===== config.mk =====
export PLATFORM = sky130hd
export DESIGN_NAME = eth_frame_tx
export DESIGN_NICKNAME = d
export VERILOG_FILES = /design/src/rtl/eth_frame_tx.sv
export SDC_FILE = /design/constraint.sdc
export NUM_CORES = 1
export LEC_CHECK = 0
export ABC_AREA = 1
export CELL_PAD_IN_SITES_DETAIL_PLACEMENT = 0
export CELL_PAD_IN_SITES_GLOBAL_PLACEMENT = 1
export CORE_MARGIN = 10
export CORE_UTILIZATION = 49
export DETAILED_ROUTE_END_ITERATION = 8
export DONT_BUFFER_PORTS = 1
export GPL_ROUTABILITY_DRIVEN = 1
export PLACE_DENSITY_LB_ADDON = 0.15
export SLEW_MARGIN = 20
export SYNTH_ARGS = -nofsm -noshare
export SYNTH_HDL_FRONTEND = slang
export SYNTH_SLANG_ARGS = --single-unit

===== constraint.sdc =====
create_clock -name clk -period 6.73 [get_ports clk]
set_input_delay 1.346 -clock clk [delete_from_list [all_inputs] [get_ports clk]]
set_output_delay 1.346 -clock clk [all_outputs]
set_load 0.05 [all_outputs]

===== src/rtl/eth_frame_tx.sv =====
// RMII Ethernet frame transmitter: preamble/SFD, fixed header, streamed payload,
// zero padding to the minimum frame size and CRC-32 FCS, followed by an inter-packet gap.
module eth_frame_tx #(
  parameter logic [47:0] DST_MAC     = 48'hFF_FF_FF_FF_FF_FF,
  parameter logic [47:0] SRC_MAC     = 48'h69_69_5A_06_54_91,
  parameter logic [15:0] ETHERTYPE   = 16'h88B5,
  parameter int unsigned MAX_PAYLOAD = 1500
) (
  input  logic       clk,
  input  logic       rst,
  input  logic       send,
  input  logic       axiiv,
  input  logic [1:0] axiid,
  output logic       stall,
  output logic       txen,
  output logic [1:0] txd,
  output logic       busy
);

  typedef enum logic [2:0] {
    IDLE, PREAMBLE, HEADER, PAYLOAD, PAD, FCS, IPG
  } state_e;

  localparam logic [111:0] HDR         = {DST_MAC, SRC_MAC, ETHERTYPE};
  localparam logic [13:0]  MAX_DIBITS  = 14'(MAX_PAYLOAD * 4);
  localparam logic [13:0]  MIN_DIBITS  = 14'd184;

  state_e      state_q;
  logic [5:0]  ph_q;
  logic [13:0] cnt_q;
  logic [31:0] crc_q;
  logic        txen_q;
  logic [1:0]  txd_q;
  logic        stall_q;

  logic [6:0]  hdr_sh_d;
  logic [1:0]  hdr_dibit_d;
  logic [1:0]  fcs_dibit_d;
  logic [13:0] cnt_inc_d;

  function automatic logic [31:0] crc_dibit(input logic [31:0] c, input logic [1:0] d);
    logic [31:0] r;
    r = c;
    for (int unsigned i = 0; i < 2; i++) begin
      if (r[0] ^ d[i]) r = (r >> 1) ^ 32'hEDB88320;
      else             r = r >> 1;
    end
    return r;
  endfunction

  function automatic logic pad_done(input logic [13:0] c);
    return (c[1:0] == 2'b00) && (c >= MIN_DIBITS);
  endfunction

  // Header is sent most-significant byte first, each byte LSb dibit first.
  always_comb begin
    hdr_sh_d    = 7'd104 - {ph_q[5:2], 3'b000} + {4'b0000, ph_q[1:0], 1'b0};
    hdr_dibit_d = 2'(HDR >> hdr_sh_d);
    fcs_dibit_d = 2'(~crc_q >> {ph_q[3:0], 1'b0});
    cnt_inc_d   = cnt_q + 14'd1;
  end

  always_ff @(posedge clk) begin
    if (rst) begin
      state_q <= IDLE;
      ph_q    <= '0;
      cnt_q   <= '0;
      crc_q   <= '1;
      txen_q  <= 1'b0;
      txd_q   <= '0;
      stall_q <= 1'b1;
    end else begin
      case (state_q)
        IDLE: begin
          txen_q  <= 1'b0;
          txd_q   <= '0;
          stall_q <= 1'b1;
          ph_q    <= '0;
          cnt_q   <= '0;
          crc_q   <= '1;
          if (send) state_q <= PREAMBLE;
        end
        PREAMBLE: begin
          txen_q <= 1'b1;
          txd_q  <= (ph_q == 6'd31) ? 2'b11 : 2'b01;
          if (ph_q == 6'd31) begin
            ph_q    <= '0;
            state_q <= HEADER;
          end else begin
            ph_q <= ph_q + 6'd1;
          end
        end
        HEADER: begin
          txen_q <= 1'b1;
          txd_q  <= hdr_dibit_d;
          crc_q  <= crc_dibit(crc_q, hdr_dibit_d);
          if (ph_q == 6'd54) stall_q <= 1'b0;
          if (ph_q == 6'd55) begin
            ph_q    <= '0;
            state_q <= PAYLOAD;
          end else begin
            ph_q <= ph_q + 6'd1;
          end
        end
        PAYLOAD: begin
          txen_q <= 1'b1;
          if (axiiv) begin
            txd_q <= axiid;
            crc_q <= crc_dibit(crc_q, axiid);
            cnt_q <= cnt_inc_d;
            if (cnt_inc_d == MAX_DIBITS) begin
              stall_q <= 1'b1;
              ph_q    <= '0;
              state_q <= FCS;
            end
          end else begin
            stall_q <= 1'b1;
            if (pad_done(cnt_q)) begin
              // No padding needed: this cycle carries FCS dibit 0 so txen has no gap.
              txd_q   <= fcs_dibit_d;
              ph_q    <= 6'd1;
              state_q <= FCS;
            end else begin
              txd_q   <= '0;
              crc_q   <= crc_dibit(crc_q, 2'b00);
              cnt_q   <= cnt_inc_d;
              ph_q    <= '0;
              state_q <= pad_done(cnt_inc_d) ? FCS : PAD;
            end
          end
        end
        PAD: begin
          txen_q <= 1'b1;
          txd_q  <= '0;
          crc_q  <= crc_dibit(crc_q, 2'b00);
          cnt_q  <= cnt_inc_d;
          ph_q   <= '0;
          if (pad_done(cnt_inc_d)) state_q <= FCS;
        end
        FCS: begin
          txen_q <= 1'b1;
          txd_q  <= fcs_dibit_d;
          if (ph_q == 6'd15) begin
            ph_q    <= '0;
            state_q <= IPG;
          end else begin
            ph_q <= ph_q + 6'd1;
          end
        end
        IPG: begin
          txen_q <= 1'b0;
          txd_q  <= '0;
          if (ph_q == 6'd47) begin
            ph_q    <= '0;
            state_q <= IDLE;
          end else begin
            ph_q <= ph_q + 6'd1;
          end
        end
        default: state_q <= IDLE;
      endcase
    end
  end

  assign txen  = txen_q;
  assign txd   = txd_q;
  assign stall = stall_q;
  assign busy  = (state_q != IDLE);

endmodule


==> summary.md <==
| Metric | Value |
|---|---|
| Beginning of the critical path | `ph_q[0]` |
| Slowest-stage cell, CP | `dfxtp_1` |
| Initial core utilization | `about half` |
| Slowest stage delay, CP | `~900 ps` |
| Reg-to-reg endpoint | `crc_q[22]` |
| Setup TNS | `0 ps` |
| Max clock buf depth | `2` |
| Die height | `120 um` |
| Crit Path Max Fanout | `27` |
| Hold path endpoint | `crc_q[19]` |
| Worst Setup End Kind | `register` |
| Startpoint Class | `register` |
| GRT Overall Usage | `between 10% and 20%` |
| CTS tree | `built` |
| Mapped Area | `0.00485 mm^2` |
| Final period utilization | `51.5%` |
| FFs w/ async S/R, synth | `0%` |
| DRT antenna net count | `0` |
| Largest net degree at the start of global routing | `32` |
| # clock sinks | `59` |
| Leak | `roughly 2.2 nW` |
| Die area | `roughly 0.014 mm^2` |
| Top-area cell type share of the netlist area | `roughly 24%` |
| Hold WS | `511 ps` |
| Hpwl dp | `a little over 10000 um` |
| Worst R2R Setup Slack | `3270 ps` |
| Synth Net Count | `around 810` |
| Hold Path Depth | `2` |
| Post-synthesis register bit count | `a little under 60` |
| Core area | `approximately 0.01 mm^2` |
| Fmax | `289 MHz` |
| Fillers | `1038` |
| Final global-route overflow total | `0` |
| CP cell instances | `inv_1, ha_1, nand2_1, inv_1, nor2_2, a21boi_2, nand2_2, nand2_4, inv_1, nor2_1, o21bai_1, nand3_1, nand2_1, nand2_1` |
| Global-route wire length before repair | `about 24000 um` |
| H-tree levels | `3` |
| Clock latency on the worst-skew pair | `360 ps` |
| WL/cell | `15.6 um` |
| Final nets | `about 790` |
| Worst rel slew slack | `28.6%` |
| Prevailing post-synth register cell | `dfxtp_1` |
| Leading post-synthesis cells by cell area | `dfxtp_1 24%, nand2_1 17%, nand3_1 9.9%, inv_1 6.0%, a21oi_1 5.2%` |
| Post-CTS sizing | `0` |
| Detailed router's first-iteration violation count | `around 510` |
| RSZ-0062 raised after global routing | `false` |
| Mean area per synthesized cell | `6.07 um^2` |
| Synth area leader | `dfxtp_1` |
| Worst Skew | `around 19 ps` |
| Num ports | `11` |
| RD Place Congestion | `around 0.88` |
| Pwr Density | `355 mW/mm^2` |
| Req. time, crit path | `6930 ps` |
| Non-filler cells, final | `slightly above 900` |
| Fin. Hold Viols | `0` |
| Max Cap Viol | `0` |
| Worst R2R Path Depth | `14` |
| Number of global-route vias before repair | `~4600` |
| Hold Path Origin | `crc_q[19]` |
| Gate count of the mapped netlist | `roughly 800` |
| Vias | `roughly 5100` |
| Worst Max-Slew Pin Slew | `roughly 1100 ps` |
| Initial DRT Pass Iterations | `5` |
| Max Transition Viols Final | `0` |
| Seq/Total Area, Yosys | `approximately a quarter` |
| Root Driver | `clkbuf_8` |
| Clock buffer count from CTS | `9` |
| # hold bufs at CTS | `0` |
| # DRC | `0` |
| CTS clk-pin slew, worst paths | `roughly 80 ps` |
| Hold Path Class | `reg2reg` |
| Worst IR drop on VDD | `around 0.00015 V` |
| Post-CTS setup buffers | `0` |
| Initial antenna violation count | `0` |
| Yosys Warn Count | `0` |
| Placed insts | `900` |
| Worst EP arrival | `roughly 3700 ps` |
| Vias/cell | `between 5 and 6` |
| Setup Viol. Count Final | `0` |
| Routed WL | `around 14000 um` |
| Buffers on Ports | `0` |
| Cell variety after synth | `42` |
| Kind of critical path | `reg2reg` |
| Ant. Diodes | `0` |
| FF-to-FF Start | `ph_q[0]` |
| # rows | `36` |
| Status | `finished, final reports clean` |
| Final min period | `about 3500 ps` |
| Post-synth EDFFs | `0` |
| Layout cells sized above 1 | `a little under a tenth` |
| Layout area overhead | `4.72%` |
| Die width | `~120 um` |
Yosys cell counts, drive strengths merged, types with 2 or more instances:
cell type	n
a21boi	4
nand4	12
nand2	251
clkbuf	11
inv	88
buf	23
o211ai	11
o22ai	13
dfxtp	59
nand3	99
xnor2	15
ha	7
o21bai	2
o221ai	5
nor3	7
o21ai	47
a31oi	2
a211oi	2
nor2	71
a21oi	51
xor2	13
a22oi	2
worst max-delay path, delay by kind of cell, from the launching register on:
family          cells  cell delay, ps
flops               1             900
simple gates        8             900
compound gates      2             230
fa+ha+maj           1             440
buf+inv             3             830
layer usage:
layer	vias up	GRT usage [%]	share of wire [%]
met5	-	0	0
met4	0	7.16	2.0
met3	23	3.42	6.0
met2	137	31.8	46
met1	2341	26.2	46
li1	2586	-	-
area by class of cell:
| type | count | area, um^2 | share of cell area [%] |
|---|---|---|---|
| Clock buffer | 12 | 155 | 3.05 |
| Clock inverter | 4 | 72.6 | 1.43 |
| Inverter | 89 | 334 | 6.57 |
| Multi-Input combinational cell | 617 | 3160 | 62.1 |
| Sequential cell | 59 | 1180 | 23.2 |
| Tap cell | 133 | 166 | 3.28 |
| Timing Repair Buffer | 2 | 15.0 | 0.295 |
cell usage in the layout, fill, tap and decap left out, types with 2 or more instances in the layout:
cell	netlist	routed
bufinv_16	0	2
nand3_1	96	96
a211oi_1	2	2
xnor2_1	15	15
nand2_2	20	20
o21ai_1	4	4
nand4_1	11	11
a31oi_1	2	2
a21oi_1	50	50
nand3_2	3	3
ha_1	7	7
o22ai_1	13	13
xor2_1	12	12
o21ai_0	43	43
o211ai_1	11	11
clkbuf_8	0	11
inv_2	11	11
nor2_2	5	5
dfxtp_1	59	59
nor2_1	59	59
nor3_1	7	7
o221ai_1	5	5
nand2_4	5	5
buf_4	5	2
a22oi_1	2	2
nor2_4	7	7
a21boi_0	2	2
inv_1	77	77
nand2_1	226	226
kinds of logic (layout without fill, tap and decap cells):
group	Yosys count	after routing	share of synthesized area, %
simple gates	441	441	41.1
compound gates	141	141	16.9
buf+inv	123	107	10.6
flops	59	59	24.3
xor+xnor	28	28	5.21
fa+ha+maj	7	7	1.80
registers in the layout, summed over array words and instances (netlist names):
name / count
cnt_q: 14
txd: 2
txen: 1
ph_q: 6
stall: 1
crc_q: 32
state_q: 3
per-stage QoR:
stage / utilization [%] / power, mW / instance area, um^2 / setup slack (ps)
after floorplan: - / 1.23 / 4850 / 4290
after global placement: 49.9 / 1.40 / 4850 / 3400
after detailed placement: 49.9 / 1.42 / 4850 / 3360
after CTS: 52.2 / 1.79 / 5080 / 3340
after global routing: 52.2 / 1.94 / 5080 / 2980
final: 52.2 / 1.80 / 5080 / 3270
worst max-delay path by stage:
stage                           end  cells past startpoint
after floorplan           crc_q[29]                      9
after global placement    crc_q[14]                     14
after detailed placement  crc_q[14]                     14
after CTS                 crc_q[14]                     14
after global routing       crc_q[4]                     14
final                     crc_q[22]                     14
power by group:
part	internal [mW]	switching, mW
sequential	0.433	0.159
combinational	0.272	0.562
clock	0.228	0.149
total	0.933	0.869
Note: power is estimated with default switching activity, not from simulation.
